`config.mk`:
```
export PLATFORM = sky130hd
export DESIGN_NAME = tlb_credits_rd
export DESIGN_NICKNAME = d
export VERILOG_FILES = /design/src/rtl/tlb_credits_rd.sv
export SDC_FILE = /design/constraint.sdc
export NUM_CORES = 1
export LEC_CHECK = 0
export ABC_AREA = 1
export CAP_MARGIN = 20
export CELL_PAD_IN_SITES_DETAIL_PLACEMENT = 2
export CELL_PAD_IN_SITES_GLOBAL_PLACEMENT = 2
export CORE_UTILIZATION = 31
export CTS_CLUSTER_DIAMETER = 200
export DETAILED_ROUTE_END_ITERATION = 16
export DONT_BUFFER_PORTS = 1
export HOLD_SLACK_MARGIN = 0.06
export PLACE_DENSITY_LB_ADDON = 0.1
export SLEW_MARGIN = 20
export SYNTH_ARGS = -nofsm -noshare
export SYNTH_HDL_FRONTEND = slang
export SYNTH_SLANG_ARGS = --single-unit
```
`constraint.sdc`:
```
create_clock -name aclk -period 5.9 [get_ports aclk]
set_input_delay 1.18 -clock aclk [delete_from_list [all_inputs] [get_ports aclk]]
set_output_delay 1.18 -clock aclk [all_outputs]
set_load 0.005 [all_outputs]
```
`src/rtl/tlb_credits_rd.sv`:
```
// Credit-based read-request gate: admits a read only when the receive buffer has room
// for all of its beats, and tracks in-flight requests so completions can be signalled.
module tlb_credits_rd #(
  parameter int unsigned ID_REG        = 0,
  parameter int unsigned DATA_BITS     = 512,
  parameter int unsigned N_CREDITS     = 64,
  parameter int unsigned N_OUTSTANDING = 8,
  parameter int unsigned LEN_BITS      = 28,
  parameter int unsigned VADDR_BITS    = 48,
  parameter int unsigned CTL_BITS      = 8,
  parameter int unsigned RSP_BITS      = 4
) (
  input  logic                                   aclk,
  input  logic                                   areset,

  input  logic                                   s_req_valid,
  output logic                                   s_req_ready,
  input  logic [VADDR_BITS-1:0]                  s_req_vaddr,
  input  logic [LEN_BITS-1:0]                    s_req_len,
  input  logic [CTL_BITS-1:0]                    s_req_ctl,
  output logic [RSP_BITS-1:0]                    s_req_rsp,

  output logic                                   m_req_valid,
  input  logic                                   m_req_ready,
  output logic [VADDR_BITS-1:0]                  m_req_vaddr,
  output logic [LEN_BITS-1:0]                    m_req_len,
  output logic [CTL_BITS-1:0]                    m_req_ctl,
  input  logic [RSP_BITS-1:0]                    m_req_rsp,

  input  logic                                   rxfer,
  output logic [$clog2(N_CREDITS+1)-1:0]         credits,
  output logic [$clog2(N_OUTSTANDING+1)-1:0]     outstanding,
  output logic                                   cmpl,
  output logic                                   err_oversize,
  output logic                                   err_underflow
);

  localparam int unsigned BEAT_LOG_BITS = $clog2(DATA_BITS/8);
  localparam int unsigned CRED_BITS     = $clog2(N_CREDITS+1);
  localparam int unsigned OUT_BITS      = $clog2(N_OUTSTANDING+1);
  localparam int unsigned PTR_BITS      = $clog2(N_OUTSTANDING);
  localparam int unsigned NB_BITS       = LEN_BITS - BEAT_LOG_BITS + 1;

  // Elaboration-time sanity on the configuration of this vFPGA instance
  if ((N_OUTSTANDING < 2) || ((N_OUTSTANDING & (N_OUTSTANDING - 1)) != 0) ||
      (DATA_BITS < 16) || (N_CREDITS < 1) || (ID_REG > 255)) begin : g_param_chk
    $error("tlb_credits_rd: unsupported parameter set");
  end

  logic [CRED_BITS-1:0] credits_q, credits_d;
  logic [CRED_BITS-1:0] rx_cnt_q, rx_cnt_d;
  logic [OUT_BITS-1:0]  outstanding_q, outstanding_d;
  logic [PTR_BITS-1:0]  wr_ptr_q, wr_ptr_d;
  logic [PTR_BITS-1:0]  rd_ptr_q, rd_ptr_d;
  logic                 cmpl_q, cmpl_d;
  logic                 err_oversize_q, err_oversize_d;
  logic                 err_underflow_q, err_underflow_d;
  logic [RSP_BITS-1:0]  rsp_q;
  logic [CRED_BITS-1:0] len_fifo_q [N_OUTSTANDING];

  logic [NB_BITS-1:0]   n_beats;
  logic                 fifo_full;
  logic                 credit_ok;
  logic                 issue;
  logic                 push;
  logic                 pop;
  logic                 rxfer_valid;
  logic [CRED_BITS-1:0] head;

  // Request admission and beat accounting
  always_comb begin
    n_beats     = NB_BITS'(s_req_len >> BEAT_LOG_BITS) +
                  NB_BITS'(|s_req_len[BEAT_LOG_BITS-1:0]);
    fifo_full   = (outstanding_q == OUT_BITS'(N_OUTSTANDING));
    credit_ok   = (32'(credits_q) >= 32'(n_beats));
    issue       = s_req_valid & m_req_ready & credit_ok & ~fifo_full;
    push        = issue & (n_beats != '0);
    rxfer_valid = rxfer & (outstanding_q != '0);
    head        = len_fifo_q[rd_ptr_q];
    // Pop is judged on the current head, so a same-cycle push never completes here
    pop         = rxfer_valid & ((rx_cnt_q + CRED_BITS'(1)) == head);
  end

  // Next-state logic
  always_comb begin
    credits_d       = credits_q;
    rx_cnt_d        = rx_cnt_q;
    outstanding_d   = outstanding_q + OUT_BITS'(push) - OUT_BITS'(pop);
    wr_ptr_d        = wr_ptr_q + PTR_BITS'(push);
    rd_ptr_d        = rd_ptr_q + PTR_BITS'(pop);
    cmpl_d          = pop;
    err_oversize_d  = err_oversize_q | (s_req_valid & (32'(n_beats) > N_CREDITS));
    err_underflow_d = err_underflow_q | (rxfer & (outstanding_q == '0));

    if (issue) begin
      credits_d = credits_d - CRED_BITS'(n_beats);
    end
    if (rxfer_valid) begin
      credits_d = credits_d + CRED_BITS'(1);
      rx_cnt_d  = pop ? '0 : rx_cnt_q + CRED_BITS'(1);
    end
  end

  always_ff @(posedge aclk) begin
    if (areset) begin
      credits_q       <= CRED_BITS'(N_CREDITS);
      rx_cnt_q        <= '0;
      outstanding_q   <= '0;
      wr_ptr_q        <= '0;
      rd_ptr_q        <= '0;
      cmpl_q          <= 1'b0;
      err_oversize_q  <= 1'b0;
      err_underflow_q <= 1'b0;
      rsp_q           <= '0;
    end else begin
      credits_q       <= credits_d;
      rx_cnt_q        <= rx_cnt_d;
      outstanding_q   <= outstanding_d;
      wr_ptr_q        <= wr_ptr_d;
      rd_ptr_q        <= rd_ptr_d;
      cmpl_q          <= cmpl_d;
      err_oversize_q  <= err_oversize_d;
      err_underflow_q <= err_underflow_d;
      rsp_q           <= m_req_rsp;
    end
  end

  // Length storage needs no reset: occupancy is defined by the pointers
  always_ff @(posedge aclk) begin
    if (push) begin
      len_fifo_q[wr_ptr_q] <= CRED_BITS'(n_beats);
    end
  end

  assign s_req_ready   = issue;
  assign m_req_valid   = issue;
  assign m_req_vaddr   = s_req_vaddr;
  assign m_req_len     = s_req_len;
  assign m_req_ctl     = s_req_ctl;
  assign s_req_rsp     = rsp_q;
  assign credits       = credits_q;
  assign outstanding   = outstanding_q;
  assign cmpl          = cmpl_q;
  assign err_oversize  = err_oversize_q;
  assign err_underflow = err_underflow_q;

endmodule

```
==> results of run 1 <==
## routing by layer
layer	part of all wire [%]	track usage (%)	wire [um]
met1	44	21.1	6990
met2	50	30.4	7890
met3	4.0	4.64	626
met4	1.3	4.03	208
met5	0	0	0
## flip-flops by register name, summed over array words and instances (netlist names)
| name | count |
|---|---|
| err_oversize | 1 |
| rx_cnt_q | 7 |
| wr_ptr_q | 3 |
| cmpl | 1 |
| credits | 7 |
| err_underflow | 1 |
| len_fifo_q | 56 |
| s_req_rsp | 4 |
| outstanding | 4 |
| rd_ptr_q | 3 |
## cell families after synthesis
family,Yosys count
xor+xnor,23
flops,87
compound gates,81
simple gates,313
fa+ha+maj,22
buf+inv,183
## Yosys cell counts (2+ instances only)
| master | instances | area [um2] |
|---|---|---|
| clkbuf_1 | 10 | 37.5 |
| nand2_4 | 3 | 33.8 |
| dfxtp_1 | 31 | 621 |
| fa_1 | 2 | 40.0 |
| xnor2_1 | 11 | 96.3 |
| nand2_1 | 134 | 503 |
| o221ai_1 | 5 | 43.8 |
| inv_1 | 81 | 304 |
| nand3_2 | 2 | 20.0 |
| nand3_1 | 36 | 180 |
| nor4_1 | 2 | 12.5 |
| o21ai_1 | 4 | 20.0 |
| o22ai_1 | 5 | 31.3 |
| edfxtp_1 | 56 | 1680 |
| o21ai_0 | 33 | 165 |
| nand3b_1 | 3 | 22.5 |
| nor2_1 | 91 | 342 |
| xor2_1 | 12 | 105 |
| buf_4 | 85 | 638 |
| inv_2 | 3 | 11.3 |
| nand2_2 | 9 | 56.3 |
| a21oi_1 | 24 | 120 |
| clkinv_1 | 3 | 11.3 |
| ha_1 | 20 | 250 |
| nor2_4 | 6 | 67.6 |
| a31oi_1 | 3 | 18.8 |
| nand4_1 | 12 | 75.1 |
| o211ai_1 | 2 | 15.0 |
| nor2_2 | 9 | 56.3 |
| nor3_1 | 2 | 10.0 |
## path summary, 6_finish.rpt
| path | startpoint | end | slack [ps] | cells after the start |
|---|---|---|---|---|
| worst min-delay path | err_underflow | err_underflow | 470 | 2 |
| worst max-delay path | s_req_len[1] | s_req_ready | 930 | 17 |
| worst min register to register | err_underflow | err_underflow | 470 | 2 |
| worst max register to register | rd_ptr_q[1] | outstanding[3] | 2060 | 15 |
## final cells by class
type / count / area (um2) / area share, %
repair buffers: 5 / 37.5 / 0.668
clock inverters: 7 / 77.6 / 1.38
well taps: 229 / 287 / 5.10
flip-flops and latches: 87 / 2300 / 41.0
inverters: 87 / 327 / 5.81
clock buffers: 9 / 225 / 4.01
multi-input cells: 439 / 2360 / 42.1
## metrics by stage
| stage | hold WS [ps] | util (%) | power (mW) | setup slack, ps | std cells |
|---|---|---|---|---|---|
| detailed placement | 468 | 29.6 | 0.749 | 680 | 847 |
| global placement | 456 | 29.6 | 0.746 | 864 | 847 |
| floorplan | 441 | - | 0.770 | 1030 | 709 |
| global route | 510 | 31.3 | 1.37 | 657 | 863 |
| finish | 470 | 31.3 | 1.32 | 929 | 863 |
| CTS | 478 | 31.3 | 1.34 | 910 | 863 |
## cells in the final DEF (no fill, tap or decap), types with 6 or more instances in the layout
cell,n
a21oi_1,24
clkbuf_16,9
dfxtp_1,31
edfxtp_1,56
ha_1,20
inv_1,81
nand2_1,134
nand2_2,9
nand3_1,36
nand4_1,12
nor2_1,91
nor2_2,9
nor2_4,6
o21ai_0,33
xnor2_1,11
xor2_1,12
## report_power, final
part,internal [mW],switching (mW)
Sequential,0.652,0.00150
Combinational,0.0246,0.0547
Clock,0.334,0.256
Total,1.01,0.312
## critical path, cell delays in order
cell	delay (ps)
nor4_1	270
nand2_1	90
ha_1	250
ha_1	250
nand3_1	130
nor2_2	80
xor2_1	190
inv_1	120
ha_1	360
nand2_1	70
inv_1	70
nand4_1	100
nand3_1	120
nand3_2	100
nand2_4	100
nand2_4	100
inv_2	190
==> metrics.md, run 1 <==
| Metric | Value |
|---|---|
| Pins over their slew limit | `0` |
| Detailed router's first-iteration violation count | `197` |
| Syn_nets | `824` |
| Share of synthesized area occupied by flip-flops and latches | `40.6%` |
| Residual DRC | `0` |
| Post-DP Area | `5320 um2` |
| DR vias | `4221` |
| Via count of the first global-routing pass | `4373` |
| Routability-driven placement congestion ratio | `0.796` |
| Number of setup buffers added after CTS | `0` |
| Max-capacitance violation count | `0` |
| Total clock buffers created by CTS | `9` |
| Crit. End Element | `output pin` |
| Power per cell area | `235 nW/um2` |
| Slew headroom | `49.0%` |
| Setup skew after layout | `5.85 ps` |
| Port Buffers | `0` |
| Kind of start point of the critical path | `primary input` |
| I/O pin count | `197` |
| Main flop type after synthesis | `edfxtp_1` |
| Global-route wire length before repair | `24500 um` |
| Critical path arrival | `3790 ps` |
| Leakage | `2.28 nW` |
| Clock-pin transition on the worst setup and hold timing paths | `70 ps` |
| Number of warnings printed during yosys synthesis | `0` |
| Overall fraction of global-route tracks in use | `17.4%` |
| Buffer type at the clock tree root | `clkbuf_16` |
| Worst Setup Path Type | `in -> out` |
| CTS tree | `done` |
| Total wire length after detailed routing | `15700 um` |
| Run status | `complete, no violations` |
| Maximum clock insertion buffer count | `2` |
| Final setup viols | `0` |
| Post-synthesis instance area | `5670 um2` |
| Skew-Pair Late Insertion Delay | `340 ps` |
| RSZ-0062 raised after global routing | `no` |
| Share of cell area taken by muxes after synthesis | `0%` |
| Average vias per placed instance | `4.89` |
| Final count of hold timing violations | `0` |
| Antenna violations before repair | `0` |
| Core Box Area | `18000 um2` |
| Number of iterations in the first detailed-routing pass | `4` |
| Maximum clock frequency | `201 MHz` |
| Standard-cell rows | `49` |
| Area share of fa/ha/maj cells after synthesis | `5.12%` |
| Number of hold-repair buffers added at the cts stage | `0` |
| Share of synthesized flip-flops with an asynchronous set or reset | `0%` |
| H-tree levels | `3` |
| Transition time at the pin with the least slew margin | `762 ps` |
| DIE AREA | `18800 um2` |
| Effective utilization at floorplan | `31.6%` |
| Count of cell types in the netlist | `40` |
| Remaining global-route overflow | `0` |
| Maximum resistive drop on vdd | `159 uV` |
| Main combinational cell family by area after synthesis | `simple AND/OR/NAND/NOR gates` |
| Layout-stage area growth over the synthesis result | `-0.948%` |
| Final Cell Area | `5620 um2` |
| Vertical extent of the die | `137 um` |
| Data required time at the worst endpoint | `4720 ps` |
| Final TNS setup | `0 ps` |
| Complex-gate fraction of the synthesized area | `8.01%` |
| Post-layout nets | `744` |
| Number of synthesized register bits | `87` |
| Number of resized instances in the post-cts repair step | `0` |
| DPL Wire Length | `12400 um` |
| Clock sinks | `87` |
| # diodes | `0` |
| Antenna-violating nets left | `0` |
| Post-Synthesis Cells | `709` |
| Synth Area in Simple Gates | `25.0%` |
| Number of synthesized flops with an enable pin | `56` |
| Tmin final | `4970 ps` |
| Share of cells above drive strength 1 | `8.83%` |
| DIE WIDTH | `137 um` |
| Average size of a mapped cell | `8.00 um2` |
| Largest net degree at the start of global routing | `31` |
| Hold Crit Class | `reg -> reg` |
| Final period utilization | `84.3%` |
| Peak fanout along the critical path | `10` |
| Average wire per standard cell | `18.2 um` |
| Fill cell total of the finished layout | `2070` |
| Synth Area in XOR/XNOR | `3.55%` |
Power figures use the tool's default switching activity.
==> run 2, diff against run 1 <==
- clock period: 5.9 -> 5 ns (I/O delays scaled with it)
==> run 2 against run 1 <==
Effect of this change: wire length rose by 2.0%; sequential share of layout area fell by 0.38 points; count of clock-buffer cells in the layout rose by 1; die area did not move; total power rose by 13%; utilization rose by 0.29 points; final cell count rose by 1.3%; non-clock buffer count rose by 11; combinational power rose by 17%; critical endpoint is now outstanding[2]; highest routed layer unchanged.
==> metrics.md, run 2 (synthesis gave the netlist of run 1 again) <==
| Metric | Value |
|---|---|
| Antenna-violating nets left | `0` |
| Final setup viols | `0` |
| Post-layout nets | `755` |
| Largest net degree at the start of global routing | `28` |
| End of the critical path | `outstanding[2]` |
| Share of cells above drive strength 1 | `10.1%` |
| Final TNS setup | `0 ps` |
| DIE WIDTH | `137 um` |
| Pins over their slew limit | `0` |
| DR vias | `4285` |
| Most common cell on crit path | `ha_1` |
| Cells along the critical path | `nor4_1 -> nand2_1 -> ha_1 -> ha_1 -> nand3_1 -> nor2_2 -> xor2_1 -> inv_1 -> ha_1 -> nand2_1 -> inv_1 -> nand4_1 -> nand3_1 -> nand3_2 -> nand2_4 -> nand2_4 -> inv_2 -> nand2_1 -> ha_1 -> inv_1 -> ha_1 -> fa_1 -> xnor2_1 -> nor2_1` |
| Effective utilization at floorplan | `31.6%` |
| Total clock buffers created by CTS | `9` |
| Number of resized instances in the post-cts repair step | `0` |
| Via count of the first global-routing pass | `4480` |
| Reg area | `2300 um2` |
| Residual DRC | `0` |
| Data required time at the worst endpoint | `5220 ps` |
| Total wire length after detailed routing | `16000 um` |
| Register bank with the most flops | `len_fifo_q` |
| Critical path origin | `s_req_len[1]` |
| Overall fraction of global-route tracks in use | `17.7%` |
| Final period utilization | `92.0%` |
| Tmin final | `4600 ps` |
| Vertical extent of the die | `137 um` |
| Multi-input gate area in the final layout | `2360 um2` |
| Maximum resistive drop on vdd | `149 uV` |
| Standard-cell rows | `49` |
| Port Buffers | `0` |
| I/O pin count | `197` |
| Layout-stage area growth over the synthesis result | `-0.0221%` |
| Maximum clock insertion buffer count | `2` |
| Commonest cells after routing, fill and taps aside | `134 x nand2_1, 91 x nor2_1, 81 x inv_1, 56 x edfxtp_1, 36 x nand3_1` |
| Flip-flop count of the largest register after layout | `56` |
| Hold Crit Class | `reg -> reg` |
| Power per cell area | `264 nW/um2` |
| Number of hold-repair buffers added at the cts stage | `0` |
| CTS tree | `done` |
| Detailed router's first-iteration violation count | `104` |
| Slew headroom | `53.2%` |
| Number of stages on the worst hold path | `2` |
| Max-capacitance violation count | `0` |
| CP bufs+invs | `4` |
| Number of setup buffers added after CTS | `0` |
| Maximum clock frequency | `217 MHz` |
| Top Family by Delay on Critical Path | `adder cells` |
| Average wire per standard cell | `18.3 um` |
| Clock sinks | `87` |
| Global-route wire length before repair | `24800 um` |
| Setup skew after layout | `14.8 ps` |
| Remaining global-route overflow | `0` |
| DPL Wire Length | `12400 um` |
| Transition time at the pin with the least slew margin | `698 ps` |
| Final count of hold timing violations | `0` |
| Antenna violations before repair | `0` |
| Critical path arrival | `4820 ps` |
| Count of cells along the worst register-to-register path | `18` |
| Fill cell total of the finished layout | `2057` |
| Most frequent standard cell in the layout excluding fill and tap cells | `nand2_1` |
| Kind of start point of the critical path | `primary input` |
| Reg2Reg Capture Point | `outstanding[3]` |
| Number of iterations in the first detailed-routing pass | `4` |
| # diodes | `0` |
| Leakage | `2.31 nW` |
| Run status | `complete, no violations` |
| Skew-Pair Late Insertion Delay | `340 ps` |
| DIE AREA | `18800 um2` |
| Worst Setup Path Type | `in -> reg` |
| Stage delay of the slowest cell on the critical path | `390 ps` |
| RSZ-0062 raised after global routing | `no` |
| Buffer type at the clock tree root | `clkbuf_16` |
| H-tree levels | `3` |
| Routability-driven placement congestion ratio | `0.753` |
| Post-place setup slack | `56.5 ps` |
| Core Box Area | `18000 um2` |
| Clock-pin transition on the worst setup and hold timing paths | `60 ps` |
| Average vias per placed instance | `4.90` |
| Flop-to-flop setup slack | `1110 ps` |
| Levels on crit path | `24` |
| Peak fanout along the critical path | `10` |
| Total power | `1.50 mW` |
| Crit. End Element | `register` |
| Critical R2R Launch | `rd_ptr_q[0]` |
| Worst-path cell with the longest stage delay | `fa_1` |
| Final setup margin | `400 ps` |
[run 2: cell count changes in the layout (fill, tap and decap cells not counted), sizes merged]
cell and delta:
clkbuf +1, bufinv -1, inv -2, buf +11, clkinvlp +2
[run 2: stage by stage]
step                utilization, %  area [um2]  cells  hold slack [ps]
global placement              30.1        5400    858              455
floorplan                        -        5670    709              441
finish                        31.6        5670    874              462
detailed placement            30.1        5400    858              456
CTS                           31.6        5670    874              465
global route                  31.6        5670    874              520
[run 2: worst min path at each step]
stage / startpoint / end / slack, ps
floorplan: err_underflow / err_underflow / 440
global placement: err_underflow / err_underflow / 450
detailed placement: err_underflow / err_underflow / 460
CTS: err_underflow / err_underflow / 460
global route: err_oversize / err_oversize / 520
finish: err_underflow / err_underflow / 460
[run 2: final cells by class]
| cell class | instances | area share, % |
|---|---|---|
| Clock buffer | 10 | 4.04 |
| Timing Repair Buffer | 16 | 2.12 |
| Sequential cell | 87 | 40.6 |
| Inverter | 87 | 5.76 |
| Multi-Input combinational cell | 439 | 41.7 |
| Clock inverter | 6 | 0.772 |
| Tap cell | 229 | 5.05 |
[run 2: per-layer routing]
| layer | wire (um) | up-vias | part of all wire [%] | track usage [%] |
|---|---|---|---|---|
| met5 | 0 | - | 0 | 0 |
| met4 | 109 | 0 | 0.68 | 3.54 |
| met3 | 575 | 9 | 3.6 | 4.30 |
| met1 | 7270 | 2113 | 45 | 22.1 |
| met2 | 8070 | 88 | 50 | 30.7 |
| li1 | - | 2075 | - | - |
[run 2: worst min-delay path: cells and delay by family, from the launching register on]
family / cells / cell delay, ps
AOI/OAI and AO/OA: 1 / 50
buffers and inverters: 1 / 50
DFF: 1 / 320
[run 2: power by group]
part           switching (mW)  internal, mW  total [mW]
combinational          0.0637        0.0290      0.0926
clock                   0.295         0.339       0.634
sequential            0.00176         0.770       0.772
total                   0.360          1.14        1.50
==> run 3, diff against run 2 <==
- CELL_PAD_IN_SITES_DETAIL_PLACEMENT: 2 -> 1
- CELL_PAD_IN_SITES_GLOBAL_PLACEMENT: 2 -> 1
==> run 3 against run 2 <==
Effect of this change: fmax up 1.8%; largest power group unchanged; combinational power down 2%; worst hold slack improved by 6.1 ps; largest cell class unchanged.
==> metrics.md, run 3 (synthesis gave the netlist of run 1 again) <==
| Metric | Value |
|---|---|
| Run status | `complete, no violations` |
| Largest net degree at the start of global routing | `31` |
| Worst-path cell with the longest stage delay | `ha_1` |
| Average vias per placed instance | `4.82` |
| Cells along the critical path | `nor4_1 -> nand2_1 -> ha_1 -> ha_1 -> nand3_1 -> nor2_2 -> xor2_1 -> inv_1 -> ha_1 -> nand2_1 -> inv_1 -> nand4_1 -> nand3_1 -> nand3_2 -> nand2_4 -> nand2_4 -> inv_2` |
| Most common cell on crit path | `ha_1` |
| Transition time at the pin with the least slew margin | `726 ps` |
| Number of hold-repair buffers added at the cts stage | `0` |
| H-tree levels | `3` |
| Final setup viols | `0` |
| Total clock buffers created by CTS | `9` |
| Residual DRC | `0` |
| Skew-Pair Late Insertion Delay | `340 ps` |
| Util after Layout | `31.9%` |
| Standard-cell rows | `49` |
| Tmin final | `4520 ps` |
| Register bank with the most flops | `len_fifo_q` |
| Port Buffers | `0` |
| Most frequent standard cell in the layout excluding fill and tap cells | `nand2_1` |
| Overall fraction of global-route tracks in use | `16.1%` |
| Setup skew after layout | `7.94 ps` |
| Flip-flop count of the largest register after layout | `56` |
| Number of iterations in the first detailed-routing pass | `4` |
| DIE WIDTH | `137 um` |
| Final count of hold timing violations | `0` |
| Pins over their slew limit | `0` |
| DPL Wire Length | `11100 um` |
| Worst Setup Path Type | `in -> out` |
| Fill cell total of the finished layout | `2137` |
| Clock-pin transition on the worst setup and hold timing paths | `60 ps` |
| Layout-stage area growth over the synthesis result | `0.860%` |
| RSZ-0062 raised after global routing | `no` |
| Average wire per standard cell | `16.7 um` |
| I/O pin count | `197` |
| Buffer type at the clock tree root | `clkbuf_16` |
| Share of cells above drive strength 1 | `10.1%` |
| Number of setup buffers added after CTS | `0` |
| Stage delay of the slowest cell on the critical path | `370 ps` |
| Post-route insts no fill | `872` |
| Leakage | `2.35 nW` |
| Crit. End Element | `output pin` |
| Total wire length after detailed routing | `14600 um` |
| Total power | `1.60 mW` |
| Antenna violations before repair | `0` |
| Maximum resistive drop on vdd | `214 uV` |
| Antenna-violating nets left | `0` |
| Number of resized instances in the post-cts repair step | `0` |
| Slew headroom | `51.6%` |
| Via count of the first global-routing pass | `4252` |
| Final period utilization | `90.4%` |
| Placed cell count | `856` |
| Post-layout nets | `753` |
| Commonest cells after routing, fill and taps aside | `134 x nand2_1, 91 x nor2_1, 81 x inv_1, 56 x edfxtp_1, 36 x nand3_1` |
| Detailed router's first-iteration violation count | `161` |
| Kind of start point of the critical path | `primary input` |
| CTS tree | `done` |
| # diodes | `0` |
| Maximum clock insertion buffer count | `2` |
| Data required time at the worst endpoint | `4000 ps` |
| Hold Crit Class | `reg -> reg` |
| Global-route wire length before repair | `22900 um` |
| Max-capacitance violation count | `0` |
| DR vias | `4206` |
| Worst Hold Slack | `468 ps` |
| Final TNS setup | `0 ps` |
| Vertical extent of the die | `137 um` |
| Power per cell area | `279 nW/um2` |
| Effective utilization at floorplan | `31.6%` |
| Core Box Area | `18000 um2` |
| Maximum clock frequency | `221 MHz` |
| Routability-driven placement congestion ratio | `0.805` |
| Peak fanout along the critical path | `10` |
| Critical path arrival | `3520 ps` |
| Clock sinks | `87` |
| DIE AREA | `18800 um2` |
| Remaining global-route overflow | `0` |
run 3: cell types whose count changed in the layout (fill, tap and decap cells not counted), sizes merged:
cell | before | now
clkbuf | 10 | 12
clkinv | 4 | 5
buf | 16 | 14
clkinvlp | 3 | 0
run 3: area by class of cell:
type	instances	area (um2)	area share, %
clock inverters	4	37.5	0.656
multi-input cells	439	2360	41.3
well taps	229	287	5.01
inverters	87	327	5.71
repair buffers	14	105	1.84
flip-flops and latches	87	2300	40.2
clock buffers	12	300	5.25
run 3: worst max-delay path: cells and delay by family:
family	cells	cell delay [ps]
xor+xnor	1	200
fa+ha+maj	3	830
simple gates	10	1130
buf+inv	3	370
run 3: path summary, 6_finish.rpt:
kind | startpoint | to | slack (ps) | cells after the start
hold reg to reg | err_underflow | err_underflow | 470 | 2
setup / recovery | s_req_len[1] | s_req_ready | 480 | 17
hold / removal | err_underflow | err_underflow | 470 | 2
setup reg to reg | rd_ptr_q[1] | outstanding[3] | 1350 | 14
run 3: power by group:
| part | leakage [nW] | internal (mW) | switching, mW |
|---|---|---|---|
| registers | 0.755 | 0.770 | 0.00181 |
| logic | 1.42 | 0.0286 | 0.0623 |
| clock network | 0.167 | 0.435 | 0.300 |
| total | 2.35 | 1.23 | 0.364 |
run 3: per-stage QoR:
stage | setup slack (ps) | cell area [um2]
after floorplan | 356 | 5670
after global placement | 264 | 5380
after detailed placement | 68.8 | 5380
after CTS | 419 | 5720
after global routing | 115 | 5720
final | 481 | 5720
run 3: layer usage:
layer	GRT usage, %	vias up	routed length, um
li1	-	2075	-
met4	4.95	0	228
met3	3.42	24	511
met5	0	-	0
met2	27.4	97	7200
met1	20.3	2010	6640
